## config.mk

```make
export PLATFORM = sky130hd
export DESIGN_NAME = mult_rr_scheduler_flat
export DESIGN_NICKNAME = d
export VERILOG_FILES = /design/src/rtl/mult_rr_scheduler_if.sv /design/src/rtl/mult_rr_scheduler.sv /design/src/flat_wrapper.sv
export SDC_FILE = /design/constraint.sdc
export NUM_CORES = 1
export LEC_CHECK = 0
export CAP_MARGIN = 20
export CORE_AREA = 3 3 355 357
export CTS_BUF_LIST = sky130_fd_sc_hd__clkbuf_8
export DETAILED_ROUTE_END_ITERATION = 10
export DIE_AREA = 0 0 358 360
export PLACE_DENSITY = 0.37
export SLEW_MARGIN = 20
export SYNTH_ARGS = -nofsm -noshare
export SYNTH_HDL_FRONTEND = slang
export SYNTH_SLANG_ARGS = --single-unit
```

## constraint.sdc

```tcl
create_clock -name clk -period 3.8 [get_ports clk]
set_input_delay 1.14 -clock clk [delete_from_list [all_inputs] [get_ports clk]]
set_output_delay 1.14 -clock clk [all_outputs]
set_load 0.05 [all_outputs]
```

## src/rtl/mult_rr_scheduler_if.sv

```systemverilog
// Bundle between the requesters, the shared multiplier and the round-robin scheduler.
// The scheduler takes the slave view; whoever owns the requesters and the multiplier takes the master view.
interface mult_rr_scheduler_if #(
   parameter int DATA_W  = 64,
   parameter int NUM_REQ = 4
);
   localparam int ID_W = $clog2(NUM_REQ);

   logic                      hold;
   logic [NUM_REQ-1:0]        req_valid;
   logic [NUM_REQ-1:0]        req_ready;
   logic [NUM_REQ*DATA_W-1:0] req_a;
   logic [NUM_REQ*DATA_W-1:0] req_b;
   logic [DATA_W-1:0]         mult_a;
   logic [DATA_W-1:0]         mult_b;
   logic [2*DATA_W-1:0]       mult_c;
   logic                      res_valid;
   logic [ID_W-1:0]           res_id;
   logic [2*DATA_W-1:0]       res_c;
   logic                      busy;

   modport slave (
      input  hold, req_valid, req_a, req_b, mult_c,
      output req_ready, mult_a, mult_b, res_valid, res_id, res_c, busy
   );

   modport master (
      output hold, req_valid, req_a, req_b, mult_c,
      input  req_ready, mult_a, mult_b, res_valid, res_id, res_c, busy
   );
endinterface

```

## src/rtl/mult_rr_scheduler.sv

```systemverilog
// Round-robin sharing of one fixed-latency pipelined multiplier among NUM_REQ requesters.
// The requester ID rides a LAT-deep tag pipeline alongside the multiplier so each product comes back tagged.
module mult_rr_scheduler #(
   parameter int DATA_W  = 64,
   parameter int NUM_REQ = 4,
   parameter int LAT     = 3
) (
   input logic                clk,
   input logic                reset,
   mult_rr_scheduler_if.slave bus
);
   localparam int ID_W = $clog2(NUM_REQ);

   logic [ID_W-1:0] ptr_q;
   logic [ID_W-1:0] ptr_d;
   logic [ID_W-1:0] cand;
   logic [ID_W-1:0] grant_idx;
   logic            grant_vld;
   logic [LAT-1:0]  vld_q;
   logic [ID_W-1:0] id_q [LAT];

   // Search order starts at ptr and wraps; reset low or hold blocks every grant.
   always_comb begin
      grant_vld = 1'b0;
      grant_idx = '0;
      cand      = '0;
      if (reset && !bus.hold) begin
         for (int k = 0; k < NUM_REQ; k++) begin
            cand = ID_W'((int'(ptr_q) + k) % NUM_REQ);
            if (!grant_vld && bus.req_valid[cand]) begin
               grant_vld = 1'b1;
               grant_idx = cand;
            end
         end
      end
   end

   always_comb begin
      bus.req_ready = '0;
      bus.mult_a    = '0;
      bus.mult_b    = '0;
      ptr_d         = ptr_q;
      if (grant_vld) begin
         bus.req_ready[grant_idx] = 1'b1;
         bus.mult_a = bus.req_a[grant_idx*DATA_W +: DATA_W];
         bus.mult_b = bus.req_b[grant_idx*DATA_W +: DATA_W];
         ptr_d      = (grant_idx == ID_W'(NUM_REQ-1)) ? '0 : grant_idx + 1'b1;
      end
   end

   always_ff @(posedge clk) begin
      if (!reset) begin
         ptr_q <= '0;
         vld_q <= '0;
         for (int k = 0; k < LAT; k++) id_q[k] <= '0;
      end else begin
         ptr_q    <= ptr_d;
         vld_q[0] <= grant_vld;
         id_q[0]  <= grant_idx;
         for (int k = 1; k < LAT; k++) begin
            vld_q[k] <= vld_q[k-1];
            id_q[k]  <= id_q[k-1];
         end
      end
   end

   // Last tag stage lines up with the multiplier output; busy ignores the grant being made this cycle.
   assign bus.res_valid = vld_q[LAT-1];
   assign bus.res_id    = id_q[LAT-1];
   assign bus.res_c     = bus.mult_c;
   assign bus.busy      = |vld_q;
endmodule

```

## src/flat_wrapper.sv

```systemverilog
// flat-port wrapper written by rule: the top's interface ports become plain ports
module mult_rr_scheduler_flat 
#(
   parameter int DATA_W  = 64,
   parameter int NUM_REQ = 4,
   parameter int LAT     = 3
)
  (clk, reset, bus_hold, bus_req_valid, bus_req_a, bus_req_b, bus_mult_c, bus_req_ready, bus_mult_a, bus_mult_b, bus_res_valid, bus_res_id, bus_res_c, bus_busy);
  mult_rr_scheduler_if #(.DATA_W(DATA_W), .NUM_REQ(NUM_REQ)) bus_i ();
  input logic clk;
  input logic reset;
  input wire logic [$bits(bus_i.hold)-1:0] bus_hold;
  input wire logic [$bits(bus_i.req_valid)-1:0] bus_req_valid;
  input wire logic [$bits(bus_i.req_a)-1:0] bus_req_a;
  input wire logic [$bits(bus_i.req_b)-1:0] bus_req_b;
  input wire logic [$bits(bus_i.mult_c)-1:0] bus_mult_c;
  output wire logic [$bits(bus_i.req_ready)-1:0] bus_req_ready;
  output wire logic [$bits(bus_i.mult_a)-1:0] bus_mult_a;
  output wire logic [$bits(bus_i.mult_b)-1:0] bus_mult_b;
  output wire logic [$bits(bus_i.res_valid)-1:0] bus_res_valid;
  output wire logic [$bits(bus_i.res_id)-1:0] bus_res_id;
  output wire logic [$bits(bus_i.res_c)-1:0] bus_res_c;
  output wire logic [$bits(bus_i.busy)-1:0] bus_busy;
  assign bus_i.hold = bus_hold;
  assign bus_i.req_valid = bus_req_valid;
  assign bus_i.req_a = bus_req_a;
  assign bus_i.req_b = bus_req_b;
  assign bus_i.mult_c = bus_mult_c;
  assign bus_req_ready = bus_i.req_ready;
  assign bus_mult_a = bus_i.mult_a;
  assign bus_mult_b = bus_i.mult_b;
  assign bus_res_valid = bus_i.res_valid;
  assign bus_res_id = bus_i.res_id;
  assign bus_res_c = bus_i.res_c;
  assign bus_busy = bus_i.busy;
  mult_rr_scheduler #(.DATA_W(DATA_W), .NUM_REQ(NUM_REQ), .LAT(LAT)) u_core (.clk(clk), .reset(reset), .bus(bus_i));
endmodule
```

==> flow_summary_export.csv <==
group,metric,value,unit
run_status,status,"finished, violations left",
run_status,violations,"negative setup slack",
sta,hold_viol_final,0,
power,p_leak,6.866,nW
routing,detail_route.first_pass.iterations,4,
worst_setup_path,critPathMaxStageDelay,0.42,ns
clock_tree,clkTransAtPathRegs,0.05,ns
sta,slew_headroom,65.35,%
worst_setup_path,critPathCaptureType,"output pin",
sta,period_share,110.9,%
clock_tree,clockRootBuffer,"clkbuf_8",
job,max_cap_viol_count,0,
routing,routed_wl,77620,um
logic_synthesis,synth_area,0.005293,mm^2
worst_setup_path,crit_path_top_delay_cell,"o41ai_4",
sta,slew_viol_final,0,
routing,drtIter0Drc,273,
worst_setup_path,endpoint,"bus_mult_a[6]",
sta,rsz0062_at_grt,"yes",
sta,clock_skew,0.002666,ns
logic_synthesis,ys_ff_latch,11,
global_routing,grt_pass1_wl,97420,um
cells_and_area,syn_to_final_growth,307.7,%
die,die_h,360,um
logic_synthesis,synth.distinct_cells,32,
global_routing,track_usage,11.14,%
logic_synthesis,synth_warnings,0,
routing,drtAntennaViolNets,0,
die,dieWidth,358,um
routing,dr_total_vias,8933,
routing,routedWlPerCell,25.86,um
worst_setup_path,crit_path_start,"bus_req_valid[2]",
cells_and_area,fin_nets,2013,
cells_and_area,layout.cells.most_common_list,"clkdlybuf4s50_1, buf_12, a211oi_4",
sta,worstMarginPinSlew,0.5181,ns
place,io_buffers,654,
power,peakVddDrop,87.91,uV
die,core-area,0.1233,mm^2
die,die_area,0.1289,mm^2
global_routing,antenna_found_initial,31,
worst_setup_path,r2r_slack,1.41,ns
clock_tree,ctsHoldBuffers,0,
die,core.rowCount,129,
cells_and_area,final_common_cell,"clkdlybuf4s50_1",
worst_setup_path,worstPathMaxFanout,7,
sta,post-route-min-period,4.213,ns
worst_setup_path,path_cells,"buf_12, buf_6, o41ai_4, nor3_4, buf_8, buf_12, buf_16, buf_8, a221oi_4, a211oi_4, buf_12",
routing,drc,0,
clock_tree,cts_tree,"yes",
worst_setup_path,cp.arrival,3.07,ns
routing,vias_per_cell,2.977,
clock_tree,clk_latency,0.23,ns
place,pre_cts_slack,-1.164,ns
cells_and_area,layout-drive-gt1-share,55.55,%
worst_setup_path,r2r-start,"u_core.ptr_q[1]",
clock_tree,numCtsBuffers,3,
clock_tree,cts.sinks,11,
place,hpwl,60760,um
logic_synthesis,ys_seq_area_share,4.161,%
global_routing,grt_pass1_vias,10100,
logic_synthesis,avgSynthCellArea,8.043,um^2
worst_setup_path,path_class,"primary input to output pin",
clock_tree,htree_levels,1,
sta,setup_viol,132,
place,gp_congestion,0.8046,
cells_and_area,layoutNonFillerInstCount,3001,
worst_setup_path,crit_path_start_kind,"primary input",
place,dp.cells,2885,
die,num_io_pins,911,
logic_synthesis,synthCells,658,
global_routing,overflow,0,
worst_setup_path,cp.required,2.66,ns
die,start_util,4.292,%
logic_synthesis,synth_nets,1309,
power,cellPowerDensity,161.8,mW/mm^2
sta,max_freq,237.4,MHz
global_routing,grt_max_degree,29,
clock_tree,cts_buffer_depth,2,
worst_setup_path,reg2reg_depth,10,
worst_hold_path,hold_class,"register to register",
worst_setup_path,r2r-end,"u_core.ptr_q[1]",
worst_setup_path,crit_top_cell,"buf_12",
sta,timing.final.ws_setup,-0.4131,ns
[worst max-delay path, delay by kind of cell]
family | cells | cell delay (ns)
AOI/OAI and AO/OA | 3 | 0.84
buffers and inverters | 7 | 0.97
and+or+nand+nor | 1 | 0.09
[flip-flops by register name (all words and copies together), names as in the netlist]
signal / cells
u_core.ptr_q: 2
u_core.vld_q: 3
u_core.id_q: 6
[stage by stage]
step / setup TNS (ns) / cell area [um^2] / util, % / hold slack (ns) / power (mW)
2_1_floorplan: -9.578 / 7248 / - / 0.4118 / 1.579
3_3_place_gp: -116.46 / 16910 / 13.71 / 0.4162 / 2.604
3_5_place_dp: -112.75 / 16940 / 13.74 / 0.4208 / 2.618
4_1_cts: -49.80 / 20360 / 16.51 / 0.4318 / 3.347
5_1_grt: -50.81 / 21580 / 17.50 / 0.4497 / 3.636
6_report: -41.99 / 21580 / 17.50 / 0.4319 / 3.491
[what timing repair did]
item,in CTS,in global routing
gates cloned,22,5
gates resized for setup,398,160
pin swaps,90,82
buffers inserted,73,26
endpoints found under the setup margin,132,132
[area by class of cell]
class | count | area [um^2]
fillers | 13450 | 101700
clock inverters | 1 | 3.754
flip-flops and latches | 11 | 220.2
diodes | 3 | 7.507
inverters | 4 | 17.52
repair buffers | 915 | 11360
multi-input cells | 427 | 7880
well taps | 1637 | 2048
clock buffers | 3 | 41.29
[cell families after synthesis]
| group | Yosys count | share of synthesized area, % |
|---|---|---|
| compound gates | 267 | 41.30 |
| buf+inv | 220 | 26.05 |
| mux | 129 | 24.40 |
| simple gates | 27 | 3.144 |
| flops | 11 | 4.161 |
| fa+ha+maj | 4 | 0.9457 |
[power breakdown]
part | switching [mW] | leakage [nW] | internal, mW
clock | 0.0399 | 0.0269 | 0.0706
combinational | 1.56 | 6.75 | 1.69
sequential | 0.00684 | 0.0898 | 0.121
[synthesized netlist by cell type]
cell,instances,area [um^2]
nor2b_1,1,6.260
clkbuf_1,36,135.1
a31o_2,1,8.760
or2_1,1,6.260
o22ai_2,1,12.51
nor2_1,3,11.26
a221oi_1,128,1121
a211oi_1,128,960.9
buf_1,4,15.01
and2b_1,1,7.510
inv_2,2,7.510
inv_1,2,7.510
o211ai_2,1,12.51
or3_1,1,6.260
o21ai_0,1,5.000
ha_1,4,50.05
nand3b_1,1,7.510
a21oi_1,3,15.01
nand2_1,3,11.26
o21bai_1,1,7.510
o41ai_4,1,27.53
o311a_1,1,10.01
and2_1,10,62.56
nor3_2,1,10.01
nand2b_1,2,12.51
buf_4,133,998.5
nor3_1,1,5.000
mux2i_1,129,1291
dfxtp_1,11,220.2
nor4bb_1,2,20.02
buf_2,43,215.2
o21ai_1,1,5.000
[worst min path at each step]
stage | from | depth (start not counted) | slack, ns | to
after floorplan | u_core.id_q[0][0] | 1 | 0.41 | u_core.id_q[0][2]
after global placement | u_core.id_q[0][2] | 1 | 0.42 | u_core.id_q[0][4]
after detailed placement | u_core.id_q[0][2] | 1 | 0.42 | u_core.id_q[0][4]
after CTS | u_core.id_q[0][2] | 1 | 0.43 | u_core.id_q[0][4]
after global routing | u_core.id_q[0][1] | 1 | 0.45 | u_core.id_q[0][3]
final | u_core.id_q[0][1] | 1 | 0.43 | u_core.id_q[0][3]
[metal layers]
| metal | up-vias | global-route usage [%] | wire [um] | part of all wire [%] |
|---|---|---|---|---|
| met5 | - | 0.1481 | 22 | 0.028 |
| met4 | 2 | 4.109 | 3950 | 5.1 |
| met3 | 147 | 2.518 | 6026 | 7.8 |
| met2 | 566 | 19.02 | 36860 | 47 |
| met1 | 4326 | 13.54 | 30760 | 40 |
| li1 | 3892 | - | - | - |
Power figures use the tool's default switching activity.
